**src/rtl/multdiv_unit.sv**
```systemverilog
// Iterative signed multiply/divide unit: shift-add multiplier and restoring divider sharing one
// step counter. Each op takes WIDTH steps plus one sign-fix edge before a one-cycle ready pulse.
module multdiv_unit #(
    parameter int WIDTH = 32
) (
    input  logic             clock,
    input  logic             reset,
    input  logic [WIDTH-1:0] data_operandA,
    input  logic [WIDTH-1:0] data_operandB,
    input  logic             ctrl_MULT,
    input  logic             ctrl_DIV,
    output logic [WIDTH-1:0] data_result,
    output logic             data_exception,
    output logic             data_resultRDY,
    output logic             busy
);

    localparam int CNT_W = $clog2(WIDTH) + 1;

    localparam logic [2:0] S_IDLE = 3'd0;
    localparam logic [2:0] S_MUL  = 3'd1;
    localparam logic [2:0] S_DIV  = 3'd2;
    localparam logic [2:0] S_FIX  = 3'd3;
    localparam logic [2:0] S_DONE = 3'd4;

    // Unsigned magnitude; the most negative value maps to 2^(WIDTH-1) without overflow.
    function automatic logic [WIDTH-1:0] mag_of(input logic [WIDTH-1:0] v);
        mag_of = v[WIDTH-1] ? (-v) : v;
    endfunction

    logic [2:0]         state_r;
    logic [CNT_W-1:0]   cnt_r;
    logic [WIDTH-1:0]   hi_r;
    logic [WIDTH-1:0]   lo_r;
    logic [WIDTH-1:0]   mcand_r;
    logic               sign_r;
    logic               div_r;
    logic               divzero_r;

    logic               accept_s;
    logic               start_div_s;
    logic [WIDTH-1:0]   mag_a_s;
    logic [WIDTH-1:0]   mag_b_s;
    logic [WIDTH:0]     mul_sum_s;
    logic [WIDTH:0]     div_shift_s;
    logic [WIDTH:0]     div_trial_s;
    logic [2*WIDTH-1:0] prod_s;
    logic [WIDTH:0]     prod_top_s;
    logic               mul_exc_s;
    logic [WIDTH-1:0]   quot_s;
    logic [WIDTH-1:0]   fix_result_s;
    logic               fix_exc_s;

    assign accept_s    = ((state_r == S_IDLE) || (state_r == S_DONE)) && (ctrl_MULT || ctrl_DIV);
    assign start_div_s = ctrl_DIV && !ctrl_MULT;
    assign mag_a_s     = mag_of(data_operandA);
    assign mag_b_s     = mag_of(data_operandB);

    assign mul_sum_s   = lo_r[0] ? ({1'b0, hi_r} + {1'b0, mcand_r}) : {1'b0, hi_r};
    assign div_shift_s = {hi_r, lo_r[WIDTH-1]};
    assign div_trial_s = div_shift_s - {1'b0, mcand_r};

    assign prod_s      = sign_r ? (-{hi_r, lo_r}) : {hi_r, lo_r};
    assign prod_top_s  = prod_s[2*WIDTH-1:WIDTH-1];
    assign mul_exc_s   = !((&prod_top_s) || !(|prod_top_s));
    assign quot_s      = sign_r ? (-lo_r) : lo_r;

    // Final signed result and exception, selected by operation type.
    always_comb begin
        fix_result_s = {WIDTH{1'b0}};
        fix_exc_s    = 1'b0;
        if (div_r) begin
            if (divzero_r) begin
                fix_result_s = {WIDTH{1'b0}};
                fix_exc_s    = 1'b1;
            end else begin
                // Only -2^(W-1) / -1 yields a positive quotient with the top bit set.
                fix_result_s = quot_s;
                fix_exc_s    = !sign_r && lo_r[WIDTH-1];
            end
        end else begin
            fix_result_s = prod_s[WIDTH-1:0];
            fix_exc_s    = mul_exc_s;
        end
    end

    // Control FSM, iteration datapath and registered outputs.
    always_ff @(posedge clock or negedge reset) begin
        if (!reset) begin
            state_r        <= S_IDLE;
            cnt_r          <= {CNT_W{1'b0}};
            hi_r           <= {WIDTH{1'b0}};
            lo_r           <= {WIDTH{1'b0}};
            mcand_r        <= {WIDTH{1'b0}};
            sign_r         <= 1'b0;
            div_r          <= 1'b0;
            divzero_r      <= 1'b0;
            data_result    <= {WIDTH{1'b0}};
            data_exception <= 1'b0;
            data_resultRDY <= 1'b0;
            busy           <= 1'b0;
        end else begin
            data_resultRDY <= 1'b0;
            case (state_r)
                S_IDLE, S_DONE: begin
                    if (accept_s) begin
                        state_r        <= start_div_s ? S_DIV : S_MUL;
                        cnt_r          <= {CNT_W{1'b0}};
                        hi_r           <= {WIDTH{1'b0}};
                        lo_r           <= start_div_s ? mag_a_s : mag_b_s;
                        mcand_r        <= start_div_s ? mag_b_s : mag_a_s;
                        sign_r         <= data_operandA[WIDTH-1] ^ data_operandB[WIDTH-1];
                        div_r          <= start_div_s;
                        divzero_r      <= (data_operandB == {WIDTH{1'b0}});
                        data_exception <= 1'b0;
                        busy           <= 1'b1;
                    end else begin
                        state_r <= S_IDLE;
                    end
                end
                S_MUL: begin
                    hi_r  <= mul_sum_s[WIDTH:1];
                    lo_r  <= {mul_sum_s[0], lo_r[WIDTH-1:1]};
                    cnt_r <= cnt_r + CNT_W'(1);
                    if (cnt_r == CNT_W'(WIDTH - 1)) begin
                        state_r <= S_FIX;
                    end else begin
                        state_r <= S_MUL;
                    end
                end
                S_DIV: begin
                    if (!div_trial_s[WIDTH]) begin
                        hi_r <= div_trial_s[WIDTH-1:0];
                        lo_r <= {lo_r[WIDTH-2:0], 1'b1};
                    end else begin
                        hi_r <= div_shift_s[WIDTH-1:0];
                        lo_r <= {lo_r[WIDTH-2:0], 1'b0};
                    end
                    cnt_r <= cnt_r + CNT_W'(1);
                    if (cnt_r == CNT_W'(WIDTH - 1)) begin
                        state_r <= S_FIX;
                    end else begin
                        state_r <= S_DIV;
                    end
                end
                S_FIX: begin
                    data_result    <= fix_result_s;
                    data_exception <= fix_exc_s;
                    data_resultRDY <= 1'b1;
                    busy           <= 1'b0;
                    state_r        <= S_DONE;
                end
                default: begin
                    state_r <= S_IDLE;
                    busy    <= 1'b0;
                end
            endcase
        end
    end

endmodule
```
**config.mk**
```make
export PLATFORM = sky130hd
export DESIGN_NAME = multdiv_unit
export DESIGN_NICKNAME = d
export VERILOG_FILES = /design/src/rtl/multdiv_unit.sv
export SDC_FILE = /design/constraint.sdc
export NUM_CORES = 1
export LEC_CHECK = 0
export CAP_MARGIN = 40
export CORE_ASPECT_RATIO = 0.7
export CORE_MARGIN = 5
export CORE_UTILIZATION = 60
export CTS_BUF_LIST = sky130_fd_sc_hd__clkbuf_2
export CTS_CLUSTER_SIZE = 12
export DETAILED_ROUTE_END_ITERATION = 12
export GPL_TIMING_DRIVEN = 0
export PLACE_DENSITY = 0.85
export SYNTH_ARGS = -nofsm -noshare
export SYNTH_HDL_FRONTEND = slang
export SYNTH_SLANG_ARGS = --single-unit
```
**constraint.sdc**
```tcl
create_clock -name clock -period 6.2 [get_ports clock]
set_clock_uncertainty 0.15 [all_clocks]
set_input_delay 0.93 -clock clock [delete_from_list [all_inputs] [get_ports clock]]
set_output_delay 0.93 -clock clock [all_outputs]
set_load 0.05 [all_outputs]
```
==> results of run 1 <==
-- cells in the final DEF (no fill, tap or decap), types with 28 or more instances in the layout --
cell type and n:
ha_1 68, nor3_1 28, a21o_1 31, nand2_1 211, o22ai_1 32, nor2_1 130, a21oi_1 125, xor2_1 107
inv_1 57, nand3_1 35, xnor2_1 55, clkdlybuf4s50_1 100, clkbuf_1 107, o21ai_0 172, o31ai_1 38, dfrtp_1 143
-- routing by layer --
| layer | routed length [um] | up-vias | track usage (%) | share of wire, % |
|---|---|---|---|---|
| met5 | 0 | - | 0 | 0 |
| met4 | 1426 | 0 | 10.68 | 2.7 |
| met3 | 9098 | 160 | 17.97 | 17 |
| met2 | 21280 | 1144 | 56.34 | 40 |
| met1 | 21730 | 7171 | 57.53 | 41 |
| li1 | - | 6786 | - | - |
-- layout make-up --
type	count	area, um^2
plain buffers	125	496.7
clock buffers	17	85.08
flip-flops and latches	143	3578
clock inverters	15	173.9
fillers	1925	7176
inverters	59	221.5
multi-input cells	1436	9286
repair buffers	105	1061
diodes	3	7.507
well taps	288	360.3
-- worst max-delay path, cell delays in order, from the launching register on --
cell and delay [ns]:
dfrtp_1 0.57, ha_1 0.43, a21o_1 0.20, a2111oi_0 0.57
or4b_2 0.73, a211oi_1 0.64, nor3_1 0.13, o21ai_1 0.50
buf_2 0.39, buf_2 0.40, a21oi_1 0.13, o221ai_1 0.23
-- cell families (layout without fill, tap and decap cells) --
family	after synthesis	in the layout
compound gates	614	614
simple gates	567	567
buf+inv	184	321
xor+xnor	162	162
flops	143	143
fa+ha+maj	70	70
mux	23	23
other cells	0	3
-- worst min path at each step --
stage	from	end	cells past startpoint
global route	data_result[29]	data_result[29]	2
finish	data_result[10]	data_result[10]	2
floorplan	cnt_r[0]	cnt_r[0]	1
detailed placement	data_result[10]	data_result[10]	2
CTS	data_result[29]	data_result[29]	2
global placement	data_result[3]	data_result[3]	2
-- power by group --
| part | total, W | leakage, nW | switching, W | internal, W |
|---|---|---|---|---|
| sequential | 0.00201 | 1.76 | 0.000636 | 0.00137 |
| combinational | 0.00746 | 4.39 | 0.00486 | 0.00260 |
| clock | 0.000610 | 0.155 | 0.000409 | 0.000201 |
| total | 0.0101 | 6.30 | 0.00590 | 0.00417 |
-- state kept, by name, indices dropped and copies added (netlist names) --
name and cells:
data_exception 1, state_r 3, divzero_r 1, data_result 32, sign_r 1, lo_r 32
hi_r 32, data_resultRDY 1, div_r 1, busy 1, mcand_r 32, cnt_r 6
-- stage by stage --
stage / instance area [um^2] / power (W) / instances / setup TNS [ns] / setup slack [ns]
detailed placement: 14990 / 0.009079 / 2155 / 0 / 1.281
finish: 15270 / 0.01008 / 2191 / 0 / 1.023
floorplan: 13580 / 0.006835 / 1763 / 0 / 2.158
global placement: 14950 / 0.008914 / 2152 / -238.11 / -1.685
CTS: 15260 / 0.009707 / 2188 / 0 / 1.270
global route: 15270 / 0.01062 / 2191 / 0 / 0.9567
==> results.md, run 1 <==
- Status: finished clean
- R2r endpoint: hi_r[0]
- Post-Synth Adder-Cell Area: approximately 6.6%
- Post-CTS sizing: 0
- Critical-path maximum fanout: 10
- Yosys cell types: 75
- Total track usage: around two fifths
- Total die area: about 26000 um^2
- RR Startpoint: hi_r[6]
- Iter 0 DRT Violations: between 2000 and 2500
- Final HPWL DP: about 43000 um
- Share of post-route cells with drive strength above 1: under 10%
- Drt total wl: 53530 um
- TritonRoute pass-1 iters: 11
- Min Tclk post-route: just over 5 ns
- Clock slew at reported path FFs: ~0.27 ns
- Via count: between 15000 and 20000
- Worst EP required: around 6.8 ns
- CTS tree: yes
- Netlist Area Pre-Place: approximately 14000 um^2
- RSZ-0062 raised after global routing: no
- Syn Inst Count: between 1500 and 2000
- GRT overflow: 0
- TritonCTS buffer count: 17
- Clock Tree Buf Depth: 2
- H-tree depth: 4
- Buffers added on ports: just over 100
- Post-layout util: roughly two thirds
- Post-synth top area cell: dfrtp_1
- Synth-to-Final Area Change: 12.43%
- CP startpoint kind: flip-flop
- Max_slew headroom: about two fifths
- CTS Hold Bufs: 1
- Number of global-route vias before repair: roughly 14000
- Final setup vio count: 0
- Min-delay worst type: reg2reg
- Cells on worst reg2reg path: 11
- Post-synthesis async set-or-reset flop share: between 90% and 100%
- First-pass GRT wire length: 81080 um
- Register area share after synthesis: a little over a quarter
- Hold WS: roughly 0.37 ns
- Slew Limit Fails: 0
- Main combinational cell family by area after synthesis: compound AO/OA/AOI/OAI gates
- Nets: around 2000
- Largest net degree at the start of global routing: 96
- Top cells by area, synth: dfrtp_1 (26%), xor2_1 (6.9%), o21ai_0 (6.3%)
- # IOs: around 100
- Cell with the most instances after synthesis: nand2_1
- CTS root buf: clkbuf_2
- EDFF count, synth: 0
- Worst-skew pair later-pin latency: between 0.8 and 0.9 ns
- Row count: between 40 and 50
- Max-cap violation count: 0
- Leakage power figure: about 6.3 nW
- Synth top area share: a little over a quarter
- Antenna violations before repair: 1
- PD cells: 659.8 nW/um^2
- Synth Area in Simple Gates: 19.97%
- WP data arrival: between 5 and 6 ns
- Reg2Reg Setup Slack: 1.02 ns
- GP Congestion: 1.113
- YS warnings: 0
- Syn nets: between 1500 and 2000
- Fmax achieved: slightly below 200 MHz
- Initial Util: between 60% and 70%
- Die W: 189.8 um
- Synth Area per Inst: roughly 7.7 um^2
- Multiplexer share of the synthesized area: 1.723%
- Final hold violation count: 0
- Setup crit end kind: flip-flop
- Critical Path End: hi_r[0]
- Synth Flop Type: dfrtp_1
- CTS Sinks: roughly 140
- Commonest cells in the netlist: nand2_1 (211), o21ai_0 (172), dfrtp_1 (143)
- VDD IR max: about 0.00042 V
- Post-Synth XOR/XNOR Area: 10.45%
- Setup crit start: hi_r[6]
- Slew at the pin closest to its max-slew limit: ~0.90 ns
- Synthesized flop and latch total: around 140
- Compound-Gate Fraction of Synth Area: between 20 and 30%
- Die Y: about 140 um
- WL/cell: approximately 24 um
- Via density: roughly 7
- Fraction of the cycle the final worst path needs: between 80 and 90%
- Post-CTS Setup Inserts: 0
- Core Footprint: roughly 22000 um^2
- Post-route DRC violation count: 0
- Final antenna-violating net count: 0
- Setup Crit Path Kind: reg2reg
No activity file was read; power rests on OpenSTA's default activity.
==> run 2: changes to the inputs <==
clock period = 5.1 ns   (was 6.2 ns; I/O delays follow)
==> results.md, run 2 (same netlist as run 1, synthesis figures left out) <==
- Status: finished clean
- Clock Tree Buf Depth: 2 (unchanged)
- VDD IR max: 0.0005156 V (+22%)
- Most common cell after layout, fill and taps aside: nand2_1
- Min-delay worst type: in2async
- Final HPWL DP: 42560 um (unchanged)
- Fraction of the cycle the final worst path needs: 98.81% (+15 points)
- Row count: 46 (unchanged)
- Die Y: 135.9 um (unchanged)
- Die W: 189.8 um (unchanged)
- RSZ-0062 raised after global routing: no
- Slew at the pin closest to its max-slew limit: 0.9151 ns (+0.01894 ns)
- Most frequent cells in the layout: nand2_1 (211), o21ai_0 (172), dfrtp_1 (143)
- CTS root buf: clkbuf_2
- Dpl cells: 2155 (unchanged)
- Share of post-route cells with drive strength above 1: 3.789% (+0.053 points)
- Iter 0 DRT Violations: 2208 (+1.1%)
- Number of global-route vias before repair: 13850 (unchanged)
- Antenna violations before repair: 1 (unchanged)
- R2r endpoint: hi_r[0]
- CP startpoint kind: flip-flop
- Max-cap violation count: 0 (unchanged)
- Post-route DRC violation count: 0 (unchanged)
- Via count: 15190 (-0.45%)
- Drt total wl: 53430 um (-0.19%)
- Largest stage delay, worst path: 0.73 ns (about the same)
- Core Footprint: 22450 um^2 (unchanged)
- Buffers added on ports: 101 (unchanged)
- CTS Sinks: 143 (unchanged)
- PD cells: 801.4 nW/um^2 (+21%)
- Worst EP required: 5.68 ns (-1.07 ns)
- Cell mode on critical path: buf_2
- First-pass GRT wire length: 81080 um (unchanged)
- Min Tclk post-route: 5.039 ns (-0.1376 ns)
- Fmax achieved: 198.4 MHz (+2.7%)
- FF+latch area: 3578 um^2 (unchanged)
- Nets: 2025 (unchanged)
- Setup crit start: mcand_r[7]
- H-tree depth: 4 (unchanged)
- Setup Crit Path Kind: reg2reg
- Non-Filler Instances: 2191 (unchanged)
- Slew Limit Fails: 0 (unchanged)
- Synth-to-Final Area Change: 12.46% (about the same)
- Final setup vio count: 0 (unchanged)
- Largest net degree at the start of global routing: 96 (unchanged)
- Cells along the critical path: inv_1 > ha_1 > a21o_1 > a2111oi_0 > or4b_2 > a211oi_2 > nor3_1 > o21ai_1 > buf_2 > buf_2 > a21oi_1 > o221ai_1
- GRT overflow: 0 (unchanged)
- # IOs: 103 (unchanged)
- Critical-path maximum fanout: 10 (unchanged)
- Post-CTS Setup Inserts: 0 (unchanged)
- Initial Util: 60.51% (unchanged)
- Post-layout util: 68.05% (about the same)
- Leakage power figure: 6.304 nW (about the same)
- Reg2Reg Setup Slack: 0.06 ns (-0.96 ns)
- Final antenna-violating net count: 0 (unchanged)
- Worst-skew pair later-pin latency: 0.84 ns (+0.03 ns)
- CP max-delay cell: or4b_2
- Total die area: 25800 um^2 (unchanged)
- TritonCTS buffer count: 17 (unchanged)
- Clock slew at reported path FFs: 0.26 ns (about the same)
- Max_slew headroom: 38.99% (-1.3 points)
- Total track usage: 40.57% (unchanged)
- CTS tree: yes
- Fillers: 1924 (-0.052%)
- Setup crit end kind: flip-flop
- WP data arrival: 5.62 ns (-0.11 ns)
- Cells on worst reg2reg path: 12 (+1)
- WL/cell: 24.38 um (-0.19%)
- GP Congestion: 1.113 (unchanged)
- Final hold violation count: 0 (unchanged)
- RR Startpoint: mcand_r[7]
- Via density: 6.934 (-0.45%)
- TritonRoute pass-1 iters: 8 (-3)
- Combined area of the multi-input logic cells: 9291 um^2 (about the same)
run 2: layer usage:
metal	part of all wire (%)	track usage, %	routed length [um]	up-vias
met4	2.8	10.68	1480	0
li1	-	-	-	6803
met2	40	56.34	21230	1104
met1	41	57.53	21890	7136
met5	0	0	0	-
met3	17	17.97	8820	150
run 2: stage by stage:
stage | worst slack (ns) | setup TNS (ns) | hold slack (ns) | cell area (um^2) | total power (W)
2_1_floorplan | 1.058 | 0 | 0.3176 | 13580 | 0.008309
3_3_place_gp | -2.620 | -371.81 | 0.3132 | 14950 | 0.01084
3_5_place_dp | 0.1809 | 0 | 0.3213 | 14990 | 0.01104
4_1_cts | 0.1704 | 0 | 0.2562 | 15260 | 0.01180
5_1_grt | 0.001037 | 0 | 0.2973 | 15280 | 0.01291
6_report | 0.06089 | 0 | 0.2509 | 15280 | 0.01224
run 2: power breakdown:
part	switching (W)	leakage, nW	internal (W)
combinational	0.00590	4.39	0.00316
sequential	0.000768	1.76	0.00167
clock	0.000497	0.155	0.000245
total	0.00717	6.30	0.00508
run 2: critical path, delay by kind of cell, from the launching register on:
kind                     cells  cell delay (ns)
AND/OR/NAND/NOR              2             0.84
flip-flops                   1             0.59
adder cells (fa/ha/maj)      1             0.37
AO/OA/AOI/OAI                6             2.11
buffers and inverters        3             0.90
run 2: worst max-delay path by stage:
stage / endpoint / slack [ns]
final: hi_r[0] / 0.06
after global routing: data_exception / 0.001
after CTS: hi_r[12] / 0.17
after detailed placement: hi_r[12] / 0.18
after global placement: data_result[12] / -2.62
after floorplan: data_exception / 1.06
run 2: final cells by class:
type | count | share of cell area [%]
timing repair buffer | 105 | 6.946
clock buffer | 17 | 0.5570
buffer | 125 | 3.252
clock inverter | 15 | 1.139
sequential | 143 | 23.43
inverter | 59 | 1.450
tap | 288 | 2.359
antenna | 3 | 0.04914
multi-input combinational | 1436 | 60.82
run 2: repair_timing:
item                                    in CTS  in global routing
endpoints found under the setup margin       0                 17
gates resized for setup                      0                  1
hold endpoints to repair                    48                  0
hold buffers                                 1                  0
